**config.mk**
```make
export PLATFORM = sky130hd
export DESIGN_NAME = issue_scoreboard
export DESIGN_NICKNAME = d
export VERILOG_FILES = /design/src/rtl/issue_scoreboard.sv
export SDC_FILE = /design/constraint.sdc
export NUM_CORES = 1
export LEC_CHECK = 0
export CELL_PAD_IN_SITES_DETAIL_PLACEMENT = 0
export CELL_PAD_IN_SITES_GLOBAL_PLACEMENT = 1
export CORE_MARGIN = 8
export CORE_UTILIZATION = 46
export CTS_CLUSTER_SIZE = 20
export DETAILED_ROUTE_END_ITERATION = 7
export GPL_ROUTABILITY_DRIVEN = 0
export PLACE_DENSITY_LB_ADDON = 0.1
export SYNTH_ARGS = -nofsm -noshare
export SYNTH_HDL_FRONTEND = slang
export SYNTH_SLANG_ARGS = --single-unit
```
**constraint.sdc**
```tcl
create_clock -name clk -period 3.6 [get_ports clk]
set_input_delay 0.54 -clock clk [delete_from_list [all_inputs] [get_ports clk]]
set_output_delay 0.54 -clock clk [all_outputs]
set_load 0.05 [all_outputs]
```
**src/rtl/issue_scoreboard.sv**
```systemverilog
// Purpose : register scoreboard + issue FSM between ID and EX_STATE; per-register
//           countdowns give a latency-accurate RAW/WAW interlock, and control
//           instructions block issue until EX resolves them (taken -> front-end flush).
// Latency : issue/stall/busy_mask are combinational from registered state and ID inputs;
//           flush is decoded from registered state only.
// Backpressure: stall = id_valid & !issue holds PC/ID and injects a NOP into EX_STATE.
//
// Ports:
//   clk, reset                 clock, asynchronous active-high reset
//   id_valid                   ID has an instruction ready to issue
//   id_rs1/rs2, id_rs*_used    source indices and whether each is actually read
//   id_rd, id_reg_write        destination and whether it is written
//   id_is_load                 destination becomes readable after LOAD_LAT instead of ALU_LAT
//   id_is_ctrl                 branch / JAL / JALR: issue blocks until EX resolves it
//   ex_resolve, ex_taken       one-cycle resolution pulse from EX, taken = PC redirect
//   issue, stall, flush        issue strobe, decode hold, IF/ID squash
//   busy_mask                  bit r set while register r still has a write in flight
module issue_scoreboard #(
    parameter int ALU_LAT   = 3,
    parameter int LOAD_LAT  = 4,
    parameter int FLUSH_LEN = 2
) (
    input  logic        clk,
    input  logic        reset,
    input  logic        id_valid,
    input  logic [4:0]  id_rs1,
    input  logic [4:0]  id_rs2,
    input  logic        id_rs1_used,
    input  logic        id_rs2_used,
    input  logic [4:0]  id_rd,
    input  logic        id_reg_write,
    input  logic        id_is_load,
    input  logic        id_is_ctrl,
    input  logic        ex_resolve,
    input  logic        ex_taken,
    output logic        issue,
    output logic        stall,
    output logic        flush,
    output logic [31:0] busy_mask
);

    localparam int CW = $clog2(LOAD_LAT + 1);
    localparam int FW = (FLUSH_LEN < 1) ? 1 : $clog2(FLUSH_LEN + 1);

    localparam logic [CW-1:0] ALU_L  = CW'(ALU_LAT);
    localparam logic [CW-1:0] LOAD_L = CW'(LOAD_LAT);
    localparam logic [FW-1:0] FLEN   = FW'(FLUSH_LEN);

    typedef enum logic [1:0] {
        RUN     = 2'd0,
        BR_WAIT = 2'd1,
        FLUSH   = 2'd2
    } state_t;

    state_t        state_q, state_d;
    logic [FW-1:0] fcnt_q, fcnt_d;

    // x0 is never tracked, so only 1..31 get counters.
    logic [CW-1:0] cnt_q [31:1];
    logic [CW-1:0] cnt_d [31:1];

    logic [31:0] busy;
    logic        raw;
    logic        waw;

    always_comb begin
        busy = '0;
        for (int r = 1; r < 32; r++) begin
            busy[r] = (cnt_q[r] != '0);
        end
    end

    assign busy_mask = busy;

    // busy[0] is constant 0, which covers the "index is x0" exclusions.
    assign raw = (id_rs1_used & busy[id_rs1]) | (id_rs2_used & busy[id_rs2]);
    assign waw = id_reg_write & busy[id_rd];

    always_comb begin
        state_d = state_q;
        fcnt_d  = fcnt_q;
        issue   = 1'b0;
        flush   = 1'b0;
        case (state_q)
            RUN: begin
                issue = id_valid & ~raw & ~waw;
                // A resolve pulse arriving while still in RUN (including the
                // cycle the control op issues) belongs to nothing and is dropped.
                if (issue && id_is_ctrl) begin
                    state_d = BR_WAIT;
                end
            end
            BR_WAIT: begin
                if (ex_resolve) begin
                    if (ex_taken) begin
                        state_d = FLUSH;
                        fcnt_d  = FLEN;
                    end else begin
                        state_d = RUN;
                    end
                end
            end
            FLUSH: begin
                flush  = 1'b1;
                fcnt_d = fcnt_q - FW'(1);
                // Leave on the last flush cycle so RUN starts exactly FLUSH_LEN
                // cycles after the redirect.
                if (fcnt_q <= FW'(1)) begin
                    state_d = RUN;
                    fcnt_d  = '0;
                end
            end
            default: begin
                state_d = RUN;
                fcnt_d  = '0;
            end
        endcase
        if (reset) begin
            issue = 1'b0;
            flush = 1'b0;
        end
    end

    // Outside RUN issue is 0, so this also holds ID and forces the NOP there.
    assign stall = id_valid & ~issue & ~reset;

    always_comb begin
        for (int r = 1; r < 32; r++) begin
            cnt_d[r] = (cnt_q[r] != '0) ? (cnt_q[r] - CW'(1)) : cnt_q[r];
            // The WAW check guarantees the old value is already 0 here.
            if (issue && id_reg_write && (id_rd == 5'(r))) begin
                cnt_d[r] = id_is_load ? LOAD_L : ALU_L;
            end
        end
    end

    always_ff @(posedge clk or posedge reset) begin
        if (reset) begin
            state_q <= RUN;
            fcnt_q  <= '0;
            for (int r = 1; r < 32; r++) begin
                cnt_q[r] <= '0;
            end
        end else begin
            state_q <= state_d;
            fcnt_q  <= fcnt_d;
            for (int r = 1; r < 32; r++) begin
                cnt_q[r] <= cnt_d[r];
            end
        end
    end

endmodule

```
# Word-level counts from Yosys, hierarchy flattened
# Cells that the tools add are included.
op_classes:
  n_lt_le_gt_ge: 4
  muxes: 82
  bitwise_logic: 13
  addsub: 32
  eq_ne: 37
  n_reduce_logical: 98
ops:
  columns: ["op", "count"]
  rows:
  - ["3-bit two-way mux", 63]
  - ["3-bit nonzero test", 31]
  - ["3-bit by 1-bit subtractor with 3-bit output, second input constant", 31]
  - ["5-bit == test, second input constant", 16]
  - ["2-bit nonzero test", 31]
  - ["5-bit by 4-bit == test with 1-bit output, second input constant", 8]
  - ["1-bit logical AND", 33]
  - ["5-bit by 3-bit == test with 1-bit output, second input constant", 4]
  - ["5-bit by 6-bit less-than comparator with 1-bit output, second input constant", 3]
  - ["1-bit binary-select mux with 5-bit select", 3]
  - ["2-bit two-way mux", 7]
  - ["2-bit one-hot mux with 3 select lines", 2]
  - ["5-bit by 2-bit == test with 1-bit output, second input constant", 2]
  - ["2-bit != test, second input constant", 4]
  - ["1-bit AND", 7]
  - ["1-bit two-way mux", 7]
  - ["3-bit AND reduction", 2]
  - ["5-bit by 1-bit == test with 1-bit output, second input constant", 1]
  - ["1-bit NOT", 5]
  - ["2-bit by 1-bit == test with 1-bit output, second input constant", 1]
  - ["2-bit == test, second input constant", 1]
  - ["2-bit by 1-bit less-or-equal comparator with 1-bit output, second input constant", 1]
  - ["2-bit zero test", 1]
  - ["2-bit by 1-bit subtractor with 2-bit output, second input constant", 1]
  - ["1-bit bitwise OR", 1]
word_totals:
  in_bits: 25
  out_inout_bits: 35
  wordCells: 299
  ff_bits: 97

# Longest topological paths before layout
depth:
  ltp_word: 13
  ltp_mapped: 11

# Worst setup path after synthesis
# No wires, ideal clock.
synth_timing:
  kind: "register to output"
  startpoint: "reg cnt_q[36] in the netlist's numbering"
  endpoint: "out issue"
  t_arrival_ns: 3.260
  path_slack_ns: -0.200
  required_ns: 3.060
  path_buffers: 2
  path_stages_with_launch: 12
  path_cell_list: "dfrtp_1 -> inv_1 -> ha_1 -> nand2b_1 -> clkbuf_1 -> mux4_2 -> a211oi_1 -> a211oi_1 -> nor4_4 -> buf_2 -> nand2_1 -> nor2_1"
synth_between:
  elab_chain_len: 10
synth_rtl:
  columns: ["item", "line_no", "source"]
  rows:
  - ["start: declaration", "59", "logic [CW-1:0] cnt_q [31:1];"]
  - ["start signal: indexed assignment", "148", "cnt_q[r] <= cnt_d[r];"]
  - ["3-bit nonzero test *", "69", "busy[r] = (cnt_q[r] != '0);"]
  - ["net busy_mask[13]", "39", "output logic [31:0] busy_mask"]
  - ["1-bit binary-select mux with 5-bit select", "76", "assign raw = (id_rs1_used & busy[id_rs1]) | (id_rs2_used & busy[id_rs2]);"]
  - ["1-bit two-way mux (not written as such)", "76", null]
  - ["1-bit AND", "76", null]
  - ["1-bit bitwise OR", "76", null]
  - ["1-bit NOT", "86", "issue = id_valid & ~raw & ~waw;"]
  - ["1-bit AND", "86", null]
  - ["1-bit AND *", "86", null]
  - ["1-bit two-way mux *", "84", "case (state_q)"]
  - ["1-bit two-way mux *", "118", "if (reset) begin"]
  - ["end: declaration", "36", "output logic issue,"]
# The timed path passes the listed nets; every way through them passes the cells marked *. The select of a mux whose other input is x is not followed.

# Worst setup path in the final report
layout_timing:
  startpoint: "reg cnt_q[30] in the netlist's numbering"
  endpoint: "out stall"
layout_between:
  elab_chain_len: 13
layout_rtl:
  columns: ["item", "line_no", "source"]
  rows:
  - ["3-bit nonzero test *", "69", null]
  - ["1-bit binary-select mux with 5-bit select", "76", null]
  - ["1-bit two-way mux (not written as such)", "76", null]
  - ["1-bit AND", "76", null]
  - ["1-bit bitwise OR", "76", null]
  - ["1-bit NOT", "86", null]
  - ["1-bit AND", "86", null]
  - ["1-bit AND *", "86", null]
  - ["1-bit two-way mux *", "84", null]
  - ["1-bit two-way mux *", "118", null]
  - ["1-bit NOT *", "125", "assign stall = id_valid & ~issue & ~reset;"]
  - ["1-bit AND * (2 in series)", "125", null]
  - ["end: declaration", "37", "output logic stall,"]
# Every way passes the cells marked *; elsewhere a longest branch is shown, timed or not. The select of a mux whose other input is x is not followed.

==> key figures <==
Routing
  – Vias per cell: between 5 and 6
  – DR WL met3: a little under 900 um
  – Wl on met1: 8.54 mm
  – Routed via count: 5692
  – DRT iter0 DRCs: between 300 and 400
  – Final wirelength: between 15 and 20 mm
  – Drt first pass iters: 5
  – DR top layer: met4
  – WL per Instance: between 15 and 20 um
  – ANT nets after route: 0
  – Met2 Routed Length: between 9 and 10 mm
  – DRC viols: 0

STA
  – Setup tns final: 0 ps
  – Slew at the pin with the worst max-slew slack: 649 ps
  – Unrepaired setup endpoints after global routing: no
  – Final-report setup violation count: 0
  – Fmax achieved: around 0.29 GHz
  – Rel. slew slack: 0.566
  – Post-route setup slack: approximately 120 ps
  – Min Tclk post-route: approximately 3500 ps
  – Clock skew: ~9.3 ps
  – Final hold vios: 0
  – Pins Over Slew Limit: 0
  – Fin crit share: 0.967

Clocking
  – H-tree levels: 3
  – Root buf cell: clkbuf_16
  – Clock sink total: 97
  – Clk Latency, worst-skew pair: about 350 ps
  – TritonCTS Buffers: 9
  – CTS Buffer Depth: 2
  – Clock transition at path regs: ~70 ps
  – CTS tree: done

Cells and area
  – Fin util: 0.553
  – Final antenna diode count: 0
  – Area of the multi-input gates: around 4200 um2
  – Sequential standard cell area: ~2400 um2
  – Post-Layout Cell Count: 1009
  – Layout cells sized above 1: 0.113
  – Area grow syn2layout: 17.6%
  – Final #Nets: between 900 and 1000
  – Fill cells: ~1400

Synth
  – Flops & latches, synth: 97
  – Post-synthesis cell area: about 7000 um2
  – Top FF cell, synth: dfrtp_1
  – Mux contribution to synthesized area: 0.190
  – Post-Synth XOR/XNOR Area: 0.0381
  – Seq/Total Area, Yosys: 0.341
  – Synth Area in Simple Gates: 0.164
  – Syn_nets: about 860
  – Post-synth ARST share: 1.00
  – EDFF count, synth: 0
  – Post-Syn Instances: roughly 770
  – Post-Synth Adder-Cell Area: 0.114
  – Warnings from Yosys: 0
  – Post-synthesis compound-gate area fraction: 0.0794
  – Mean post-synth cell area: between 9 and 10 um2
  – Largest family of logic cells by synthesized area: multiplexers
  – Cell variety after synth: 51

Worst setup path
  – CP delay by family, top: simple AND/OR/NAND/NOR gates
  – Max incr delay on CP: ~500 ps
  – Worst Path Buf+Inv: 2
  – CP cell instances: inv_1 > ha_1 > nand2b_1 > mux4_2 > mux2i_1 > o22ai_1 > nor4_4 > nand3_1 > and2_1 > buf_4
  – Worst Setup Start Kind: flip-flop
  – CP max FO: 7
  – Critical path type: flip-flop to output pin
  – R2r startpoint: cnt_q[30]
  – Arr. time, crit path: 2940 ps
  – Worst endpoint required time: 3060 ps
  – CP Launch Point: cnt_q[30]
  – CP endpoint kind: output pin
  – Worst path slowest cell: mux4_2

Placed design
  – Worst slack at placement: 52.3 ps
  – Inst Count DP: around 1000
  – I/O Buffers: between 50 and 60
  – HPWL Detailed: around 15 mm

Floorplan
  – Die Ht: about 140 um
  – IO Count: 60
  – Num rows: between 40 and 50
  – Core area: 15100 um2
  – Initial core utilization: 0.471
  – Die W: between 100 and 150 um
  – Die area: ~20000 um2

GRT
  – Largest net degree at the start of global routing: 52
  – Global Route Usage Sum: 0.197
  – Total congestion overflow: 0
  – Vias in the first global route: 5671
  – Initial antenna violation count: 0
  – First-pass GRT wire length: 30.4 mm

Outcome
  – Status: complete, no violations

Run
  – Max Cap Viol: 0

Pwr
  – LEAKAGE: 0.00398 uW
  – PwrDens: 852 nW/um2
  – Peak supply drop: just under 0.5 mV

Worst hold path
  – Hold Crit Class: flip-flop to flip-flop
  – HP Start: fcnt_q[0]
## area by class of cell
| cell class | count | area share |
|---|---|---|
| flip-flops and latches | 97 | 0.290 |
| clock buffers | 11 | 0.0278 |
| well taps | 188 | 0.0281 |
| clock inverters | 5 | 0.00672 |
| inverters | 80 | 0.0361 |
| multi-input cells | 534 | 0.504 |
| repair buffers | 94 | 0.108 |
## metal layers
metal  track usage  vias up
met5             0        -
met4        0.0713        0
met3        0.0268       25
met2         0.337      146
met1         0.250     2809
li1              -     2712
## synth_stat cells, types with 21 or more instances
cell	number	area (um2)
and3_1	21	131
clkbuf_1	41	154
dfrtp_1	97	2430
ha_1	65	813
inv_1	79	297
mux2i_1	96	961
nand2_1	54	203
nand2b_1	35	219
nor2_1	44	165
nor3_1	22	110
o21ai_0	43	215
o21ai_1	21	105
xnor2_1	31	272
## flip-flops by register name, summed over array words and instances (netlist names)
name	count
cnt_q	93
fcnt_q	2
state_q	2
## layout by cell type, fill, tap and decap left out, types with 3 or more instances in the layout
cell type	n
xnor2_1	31
a21oi_1	7
mux2i_1	96
o21ai_1	22
nor3_1	21
nand2b_1	24
nand4_1	14
buf_4	33
o21ai_0	42
buf_12	5
nand3_1	11
clkbuf_16	9
o22ai_1	3
nor2_1	43
nand3b_1	5
mux4_2	16
nand2b_2	10
mux2_2	3
dfrtp_1	97
nor2b_1	7
and3_1	21
clkdlybuf4s50_1	54
nand2_1	54
inv_1	78
ha_1	65
## through the flow
| stage | total power, uW | area, um2 | hold WS [ps] |
|---|---|---|---|
| 3_5_place_dp | 6160 | 8050 | 475 |
| 6_report | 7140 | 8380 | 475 |
| 2_1_floorplan | 5080 | 7130 | 451 |
| 4_1_cts | 7160 | 8340 | 483 |
| 3_3_place_gp | 5970 | 8050 | 469 |
| 5_1_grt | 7760 | 8380 | 501 |
## path summary, 6_finish.rpt
kind | end | depth (start not counted) | slack [ps]
setup / recovery | stall | 10 | 120
setup reg to reg | cnt_q[1] | 12 | 370
hold reg to reg | fcnt_q[0] | 1 | 480
max in group asynchronous | cnt_q[1] | 3 | 2230
min in group asynchronous | state_q[0] | 2 | 680
hold / removal | fcnt_q[0] | 1 | 480
## power breakdown
part           internal [uW]  switching, uW  total (uW)
clock                    539            433         972
combinational           1770           2380        4140
sequential              1690            340        2030
total                   3990           3150        7140
## kinds of logic after synthesis
family,after synthesis
buffers and inverters,135
XOR/XNOR,31
AND/OR/NAND/NOR,225
AO/OA/AOI/OAI,97
other,1
adder cells (fa/ha/maj),65
multiplexers,115
flip-flops,97
## what timing repair did
item | 4_1_cts | 5_1_grt
pin swaps | 1 | 1
buffers inserted | 0 | 1
resized for setup | 1 | 14
hold buffers | 0 | 0
setup endpoints to repair | 1 | 2
No activity file was read; power rests on OpenSTA's default activity.
